<file path="src/rtl/my_svi_pkg.sv">
// Shared types and constants for the my_svi responder: FSM state encoding,
// 8-bit address/data types and the width of the WAIT down-counter.
package my_svi_pkg;

  typedef logic [7:0] addr_t;
  typedef logic [7:0] data_t;

  localparam int WAIT_CNT_W = 4;
  typedef logic [WAIT_CNT_W-1:0] wait_cnt_t;

  typedef enum logic [1:0] {
    ST_IDLE = 2'd0,
    ST_WAIT = 2'd1,
    ST_RESP = 2'd2
  } state_t;

endpackage

</file>
<file path="src/rtl/my_svi_if.sv">
// my_svi request/response bus: a master issues single-beat register
// requests and the responder returns exactly one response per request.
interface my_svi;
  import my_svi_pkg::*;

  // Both channels use strict valid/ready: a beat transfers on a rising edge
  // where valid && ready; valid never waits on ready, and payload holds
  // stable while valid is high and ready is low.
  logic  req_valid;
  logic  req_ready;
  logic  req_write;
  addr_t req_addr;
  data_t req_wdata;

  logic  rsp_valid;
  logic  rsp_ready;
  data_t rsp_rdata;
  logic  rsp_err;

  modport master (
    output req_valid, req_write, req_addr, req_wdata, rsp_ready,
    input  req_ready, rsp_valid, rsp_rdata, rsp_err
  );

  modport slave (
    input  req_valid, req_write, req_addr, req_wdata, rsp_ready,
    output req_ready, rsp_valid, rsp_rdata, rsp_err
  );

endinterface

</file>
<file path="src/rtl/my_svi_resp_regfile.sv">
// NUM_REGS x 8 register array with one synchronous write port and one
// combinational read port; every location clears on reset.
module my_svi_resp_regfile
  import my_svi_pkg::*;
#(
  parameter  int NUM_REGS = 16,
  localparam int AW       = $clog2(NUM_REGS)
) (
  input  logic          clk,
  input  logic          reset,
  input  logic          we,
  input  logic [AW-1:0] waddr,
  input  data_t         wdata,
  input  logic [AW-1:0] raddr,
  output data_t         rdata
);

  data_t mem_q [NUM_REGS];
  data_t mem_d [NUM_REGS];

  always_comb begin
    mem_d = mem_q;
    if (we) begin
      mem_d[waddr] = wdata;
    end
  end

  always_ff @(posedge clk or negedge reset) begin
    if (!reset) begin
      for (int i = 0; i < NUM_REGS; i++) begin
        mem_q[i] <= '0;
      end
    end else begin
      mem_q <= mem_d;
    end
  end

  assign rdata = mem_q[raddr];

endmodule

</file>
<file path="src/rtl/my_svi_responder.sv">
// Register-file responder on the my_svi bus: IDLE -> (WAIT) -> RESP -> IDLE.
// Optional MY_SVI_RESP_ERR_EN flags addresses >= NUM_REGS with rsp_err.
module my_svi_responder
  import my_svi_pkg::*;
#(
  parameter int NUM_REGS    = 16,
  parameter int WAIT_CYCLES = 1
) (
  input  logic       clk,
  input  logic       reset,
  input  logic       start,
  my_svi.slave       my_svi_port,
  output logic [7:0] count,
  output logic       busy,
  output state_t     dbg_state
);

  localparam int        AW        = $clog2(NUM_REGS);
  localparam wait_cnt_t WAIT_LOAD = wait_cnt_t'(WAIT_CYCLES);

  state_t        state_q, state_d;
  wait_cnt_t     wcnt_q, wcnt_d;
  logic          write_q, write_d;
  addr_t         addr_q, addr_d;
  data_t         wdata_q, wdata_d;
  data_t         rdata_q, rdata_d;
  logic [7:0]    count_q, count_d;

  logic          accept;
  logic          rsp_hs;
  logic          enter_resp;
  logic          cur_write;
  addr_t         cur_addr;
  data_t         cur_wdata;
  logic          cur_err;
  logic [AW-1:0] cur_idx;
  logic          rf_we;
  data_t         rf_rdata;

  assign accept = my_svi_port.req_valid && my_svi_port.req_ready;
  assign rsp_hs = (state_q == ST_RESP) && my_svi_port.rsp_ready;

  // ---------------- FSM: state register ----------------
  always_ff @(posedge clk or negedge reset) begin
    if (!reset) begin
      state_q <= ST_IDLE;
    end else begin
      state_q <= state_d;
    end
  end

  // ---------------- FSM: next state ----------------
  always_comb begin
    state_d = state_q;
    case (state_q)
      ST_IDLE: begin
        if (accept) begin
          state_d = (WAIT_CYCLES == 0) ? ST_RESP : ST_WAIT;
        end
      end
      ST_WAIT: begin
        if (wcnt_q <= wait_cnt_t'(1)) begin
          state_d = ST_RESP;
        end
      end
      ST_RESP: begin
        if (rsp_hs) begin
          state_d = ST_IDLE;
        end
      end
      default: state_d = ST_IDLE;
    endcase
  end

  // ---------------- FSM: outputs ----------------
  // req_ready is also gated by reset so nothing looks acceptable while held.
  always_comb begin
    my_svi_port.req_ready = 1'b0;
    my_svi_port.rsp_valid = 1'b0;
    busy                  = 1'b1;
    case (state_q)
      ST_IDLE: begin
        my_svi_port.req_ready = reset && start;
        busy                  = 1'b0;
      end
      ST_RESP: my_svi_port.rsp_valid = 1'b1;
      default: ;
    endcase
  end

  assign dbg_state  = state_q;
  assign enter_resp = (state_q != ST_RESP) && (state_d == ST_RESP);

  // With zero wait, RESP is entered on the acceptance edge itself, so the
  // live request fields are used instead of the not-yet-captured copies.
  always_comb begin
    cur_write = write_q;
    cur_addr  = addr_q;
    cur_wdata = wdata_q;
    if (accept) begin
      cur_write = my_svi_port.req_write;
      cur_addr  = my_svi_port.req_addr;
      cur_wdata = my_svi_port.req_wdata;
    end
  end

  assign cur_idx = cur_addr[AW-1:0];

`ifdef MY_SVI_RESP_ERR_EN
  logic err_q, err_d;

  assign cur_err = ({1'b0, cur_addr} >= 9'(NUM_REGS));

  always_comb begin
    err_d = err_q;
    if (enter_resp) begin
      err_d = cur_err;
    end
  end

  always_ff @(posedge clk or negedge reset) begin
    if (!reset) begin
      err_q <= 1'b0;
    end else begin
      err_q <= err_d;
    end
  end

  assign my_svi_port.rsp_err = err_q;
`else
  logic unused_addr;

  assign cur_err             = 1'b0;
  assign unused_addr         = ^cur_addr;
  assign my_svi_port.rsp_err = 1'b0;
`endif

  assign rf_we = enter_resp && cur_write && !cur_err;

  my_svi_resp_regfile #(
    .NUM_REGS (NUM_REGS)
  ) u_regfile (
    .clk   (clk),
    .reset (reset),
    .we    (rf_we),
    .waddr (cur_idx),
    .wdata (cur_wdata),
    .raddr (cur_idx),
    .rdata (rf_rdata)
  );

  // ---------------- datapath ----------------
  always_comb begin
    wcnt_d  = wcnt_q;
    write_d = write_q;
    addr_d  = addr_q;
    wdata_d = wdata_q;
    rdata_d = rdata_q;
    count_d = count_q;

    if (accept) begin
      wcnt_d  = WAIT_LOAD;
      write_d = my_svi_port.req_write;
      addr_d  = my_svi_port.req_addr;
      wdata_d = my_svi_port.req_wdata;
    end else if (state_q == ST_WAIT) begin
      wcnt_d = wcnt_q - wait_cnt_t'(1);
    end

    if (enter_resp) begin
      rdata_d = (cur_write || cur_err) ? '0 : rf_rdata;
    end

    if (rsp_hs) begin
      count_d = count_q + 8'd1;
    end
  end

  always_ff @(posedge clk or negedge reset) begin
    if (!reset) begin
      wcnt_q  <= '0;
      write_q <= 1'b0;
      addr_q  <= '0;
      wdata_q <= '0;
      rdata_q <= '0;
      count_q <= '0;
    end else begin
      wcnt_q  <= wcnt_d;
      write_q <= write_d;
      addr_q  <= addr_d;
      wdata_q <= wdata_d;
      rdata_q <= rdata_d;
      count_q <= count_d;
    end
  end

  assign my_svi_port.rsp_rdata = rdata_q;
  assign count                 = count_q;

endmodule
</file>
<file path="src/flat_wrapper.sv">
// flat-port wrapper written by rule: the top's interface ports become plain ports
module my_svi_responder_flat import my_svi_pkg::*;
#(
  parameter int NUM_REGS    = 16,
  parameter int WAIT_CYCLES = 1
)
  (clk, reset, start, count, busy, dbg_state, my_svi_port_req_valid, my_svi_port_req_write, my_svi_port_req_addr, my_svi_port_req_wdata, my_svi_port_rsp_ready, my_svi_port_req_ready, my_svi_port_rsp_valid, my_svi_port_rsp_rdata, my_svi_port_rsp_err);
  my_svi my_svi_port_i ();
  input  logic clk;
  input  logic reset;
  input  logic start;
  output logic [7:0] count;
  output logic busy;
  output state_t dbg_state;
  input wire logic [$bits(my_svi_port_i.req_valid)-1:0] my_svi_port_req_valid;
  input wire logic [$bits(my_svi_port_i.req_write)-1:0] my_svi_port_req_write;
  input wire logic [$bits(my_svi_port_i.req_addr)-1:0] my_svi_port_req_addr;
  input wire logic [$bits(my_svi_port_i.req_wdata)-1:0] my_svi_port_req_wdata;
  input wire logic [$bits(my_svi_port_i.rsp_ready)-1:0] my_svi_port_rsp_ready;
  output wire logic [$bits(my_svi_port_i.req_ready)-1:0] my_svi_port_req_ready;
  output wire logic [$bits(my_svi_port_i.rsp_valid)-1:0] my_svi_port_rsp_valid;
  output wire logic [$bits(my_svi_port_i.rsp_rdata)-1:0] my_svi_port_rsp_rdata;
  output wire logic [$bits(my_svi_port_i.rsp_err)-1:0] my_svi_port_rsp_err;
  assign my_svi_port_i.req_valid = my_svi_port_req_valid;
  assign my_svi_port_i.req_write = my_svi_port_req_write;
  assign my_svi_port_i.req_addr = my_svi_port_req_addr;
  assign my_svi_port_i.req_wdata = my_svi_port_req_wdata;
  assign my_svi_port_i.rsp_ready = my_svi_port_rsp_ready;
  assign my_svi_port_req_ready = my_svi_port_i.req_ready;
  assign my_svi_port_rsp_valid = my_svi_port_i.rsp_valid;
  assign my_svi_port_rsp_rdata = my_svi_port_i.rsp_rdata;
  assign my_svi_port_rsp_err = my_svi_port_i.rsp_err;
  my_svi_responder #(.NUM_REGS(NUM_REGS), .WAIT_CYCLES(WAIT_CYCLES)) u_core (.clk(clk), .reset(reset), .start(start), .my_svi_port(my_svi_port_i), .count(count), .busy(busy), .dbg_state(dbg_state));
endmodule
</file>
<file path="config.mk">
export PLATFORM = sky130hd
export DESIGN_NAME = my_svi_responder_flat
export DESIGN_NICKNAME = d
export VERILOG_FILES = /design/src/rtl/my_svi_pkg.sv /design/src/rtl/my_svi_if.sv /design/src/rtl/my_svi_resp_regfile.sv /design/src/rtl/my_svi_responder.sv /design/src/flat_wrapper.sv
export SDC_FILE = /design/constraint.sdc
export NUM_CORES = 1
export LEC_CHECK = 0
export ABC_AREA = 1
export BUFFER_PORTS_ARGS = -buffer_cell sky130_fd_sc_hd__buf_2
export CAP_MARGIN = 20
export CELL_PAD_IN_SITES_DETAIL_PLACEMENT = 1
export CELL_PAD_IN_SITES_GLOBAL_PLACEMENT = 1
export CORE_MARGIN = 10
export CORE_UTILIZATION = 49
export DETAILED_ROUTE_END_ITERATION = 10
export PLACE_DENSITY_LB_ADDON = 0.15
export SLEW_MARGIN = 20
export SYNTH_ARGS = -nofsm -noshare
export SYNTH_HDL_FRONTEND = slang
export SYNTH_SLANG_ARGS = --single-unit
export TNS_END_PERCENT = 30
</file>
<file path="constraint.sdc">
create_clock -name clk -period 4.2 [get_ports clk]
set_clock_uncertainty 0.15 [all_clocks]
set_input_delay 0.21 -clock clk [delete_from_list [all_inputs] [get_ports clk]]
set_output_delay 0.21 -clock clk [all_outputs]
set_load 0.01 [all_outputs]
</file>
==> metrics.md <==
| Metric | Value |
|---|---|
| Status | finished, final reports clean |
| Largest net degree at the start of global routing | 75 |
| Core area | 16000 um2 |
| Max cap viols | 0 |
| Slew margin rel. | 36.6% |
| Pwr dens | 698 nW/um2 |
| Multi-input logic area | 3180 um2 |
| WHS | 0.0422 ns |
| RSZ-0062 raised after global routing | false |
| Crit path time final | 3.63 ns |
| Register area share after synthesis | 50.7% |
| Setup violators final | 0 |
| Critical-path cell list | dlygate4sd3_1 > buf_6 > nand2_1 > inv_1 > nand3_2 > buf_4 > o21ai_4 > inv_2 > nor3_4 > nand2_2 > nand2_1 > o21ai_1 |
| Post-synthesis cell type count | 34 |
| CP Class | input pin to register |
| Layout cells sized above 1 | 8.87% |
| Final period utilization | 86.3% |
| CP Capture Type | register |
| CTS root buf | clkbuf_16 |
| Startpoint Class | input pin |
| Synthesized area | 8050 um2 |
| Via count | 6874 |
| GRT Residual Overflow | 0 |
| Power share of the combinational group | 42.6% |
| Clk sinks | 163 |
| Synth area leaders | dfrtp_1 51%, nand2_1 22%, o21ai_0 6.7% |
| DP Area | 8330 um2 |
| Routed wire per std cell | 17.6 um |
| Resize count post-CTS | 0 |
| Initial core utilization | 50.3% |
| Die area | 21900 um2 |
| Final Total Pwr | 0.00630 W |
| Worst path bufs/invs | 5 |
| Initial antenna violation count | 0 |
| Slowest Stage Delay on Critical Path | 0.54 ns |
| Inserted Diodes | 0 |
| Pleak | 4.53 nW |
| Design Area, Final | 9030 um2 |
| Worst-Margin Slew | 0.951 ns |
| Clk slew on worst S/H paths | 0.06 ns |
| Post-route DRC | 0 |
| Cell internal pwr | 0.00359 W |
| Row count | 46 |
| Async SR Flop Fraction | 100% |
| # port buffers | 38 |
| First-pass GRT wire length | 37.9 mm |
| Setup Buffers After CTS | 0 |
| RePlAce Congestion | 0.788 |
| Mapped Nets | 1087 |
| Crit path required time | 4.33 ns |
| Nets | 1117 |
| DR iter-0 viols | 493 |
| Worst hold path type | input pin to async pin |
| Worst Path Arrival | 3.75 ns |
| Drt pass-1 iters | 6 |
| Post-route setup TNS | 0 ns |
| FF/Latch Area | 4080 um2 |
| DR vias/cell | 5.20 |
| Mapped Avg Cell Area | 7.58 um2 |
| Die H | 148 um |
| CTS tree | done |
| Final Hold Vio Count | 0 |
| Seq pwr share | 33.2% |
| Post-Synthesis Cells | 1062 |
| CP delay by family, top | buffers and inverters |
| Sw Share | 43.0% |
| Top cell type's share of synthesized area | 50.7% |
| Post-synth EDFFs | 0 |
| Synthesis-stage register bit count | 163 |
| GRT Overall Usage | 21.8% |
| Vias in the first global route | 7085 |
| CTS Buf Count | 17 |
| Synth warnings | 0 |
| Synth Flop Type | dfrtp_1 |
| Total Routed Length | 23.2 mm |
| Final slew viol count | 0 |
| CP Max Fanout | 35 |
| Later-pin clock latency in the skew report | 0.43 ns |
| Switching power | 0.00271 W |
| Post-DRT Antenna Nets | 0 |
| Clock power share | 24.2% |
| Slowest CP cell | dlygate4sd3_1 |
| Highest Clock Rate | 276 MHz |
| CTS HTree Levels | 4 |
| Largest area contributor in the netlist | dfrtp_1 |
| Layout area overhead | 12.2% |
| Die Wd | 148 um |
| Clock Tree Buf Depth | 2 |
| Detailed Place HPWL | 14.4 mm |
| Crit path top cell by count | nand2_1 |
| Worst vdd ir | 0.467 mV |
| Ports | 44 |
| # fillers | 2044 |
==> cell families after synthesis <==
logic type,share of synthesized area [%]
compound gates,9.92
xor+xnor,0.653
fa+ha+maj,0.466
buf+inv,9.79
flops,50.7
mux,0.140
other cells,0.0466
simple gates,28.3
==> stage by stage <==
| stage | setup slack [ns] | std cells | utilization (%) |
|---|---|---|---|
| after floorplan | 2.08 | 1062 | - |
| after global placement | 0.802 | 1276 | 52.1 |
| after detailed placement | 0.668 | 1276 | 52.1 |
| after CTS | 0.527 | 1321 | 56.4 |
| after global routing | 0.223 | 1321 | 56.4 |
| final | 0.574 | 1321 | 56.4 |
==> final timing paths <==
path,startpoint,to,slack [ns],cells after the start
min in group clk,my_svi_port_req_valid,u_core.wdata_q[1]$_DFF_PN0_,0.10,4
max,reset,u_core.u_regfile.mem_q[49]$_DFFE_PN0P_,0.57,12
min reg2reg,u_core.wcnt_q[3]$_DFFE_PN0P_,u_core.wcnt_q[3]$_DFFE_PN0P_,0.32,1
max in group asynchronous,reset,u_core.u_regfile.mem_q[47]$_DFFE_PN0P_,2.64,3
max reg2reg,u_core.dbg_state[0]$_DFF_PN0_,u_core.u_regfile.mem_q[49]$_DFFE_PN0P_,0.73,9
min,reset,u_core.wdata_q[3]$_DFF_PN0_,0.04,2
==> cells in the mapped netlist, drive strengths merged (2+ instances only) <==
| cell type | count |
|---|---|
| nor3 | 4 |
| inv | 130 |
| nand3 | 20 |
| buf | 30 |
| nor2 | 21 |
| nand3b | 24 |
| dfrtp | 163 |
| nand2 | 477 |
| xor2 | 2 |
| clkbuf | 22 |
| o21ai | 141 |
| nand4 | 3 |
| o21bai | 4 |
| ha | 3 |
| a21oi | 7 |
| xnor2 | 4 |
==> state kept, by name (all words and copies together) (netlist names) <==
name	flops
u_core.u_regfile.mem_q	128
u_core.addr_q	4
u_core.my_svi_port.rsp_rdata	8
u_core.dbg_state	2
u_core.wcnt_q	4
u_core.write_q	1
u_core.wdata_q	8
u_core.count	8
==> cells in the final DEF (no fill, tap or decap), types with 2 or more instances in the layout <==
cell type,count
nand3_1,19
ha_1,3
xnor2_1,4
nor3_2,2
clkinvlp_4,3
buf_4,10
o21bai_1,4
xor2_1,2
nand4_1,3
nand2_2,11
o21ai_0,108
buf_2,37
nand2_1,466
nor2_1,19
o21ai_1,32
clkbuf_1,5
bufinv_16,2
clkbuf_16,17
dfrtp_1,163
nor3_4,2
dlygate4sd3_1,13
clkinv_2,3
buf_12,2
a21oi_1,7
inv_1,129
nand3b_1,24
==> power groups by stage <==
stage	clock network, W	logic, W	registers, W
floorplan	0	0.00175	0.00209
global placement	0	0.00258	0.00209
detailed placement	0	0.00266	0.00211
CTS	0.00154	0.00271	0.00209
global route	0.00161	0.00306	0.00213
finish	0.00152	0.00268	0.00209
==> metal layers <==
| metal | vias to the layer above | GRT usage, % | wire [um] |
|---|---|---|---|
| met4 | 0 | 7.33 | 465 |
| met1 | 3402 | 27.4 | 10400 |
| met5 | - | 0 | 0 |
| met2 | 132 | 37.1 | 11300 |
| li1 | 3311 | - | - |
| met3 | 29 | 3.85 | 1050 |
==> cell type report <==
class / instances / share of cell area [%]
Sequential cell: 163 / 45.2
Multi-Input combinational cell: 716 / 35.2
Inverter: 131 / 5.45
Clock buffer: 23 / 5.07
Timing Repair Buffer: 63 / 4.89
Tap cell: 216 / 2.99
Clock inverter: 9 / 1.18
==> timing repair <==
item	in CTS	in global routing
hold buffers	13	0
endpoints found under the setup margin	0	0
endpoints found under the hold margin	33	0
(Power assumes the default switching activity.)
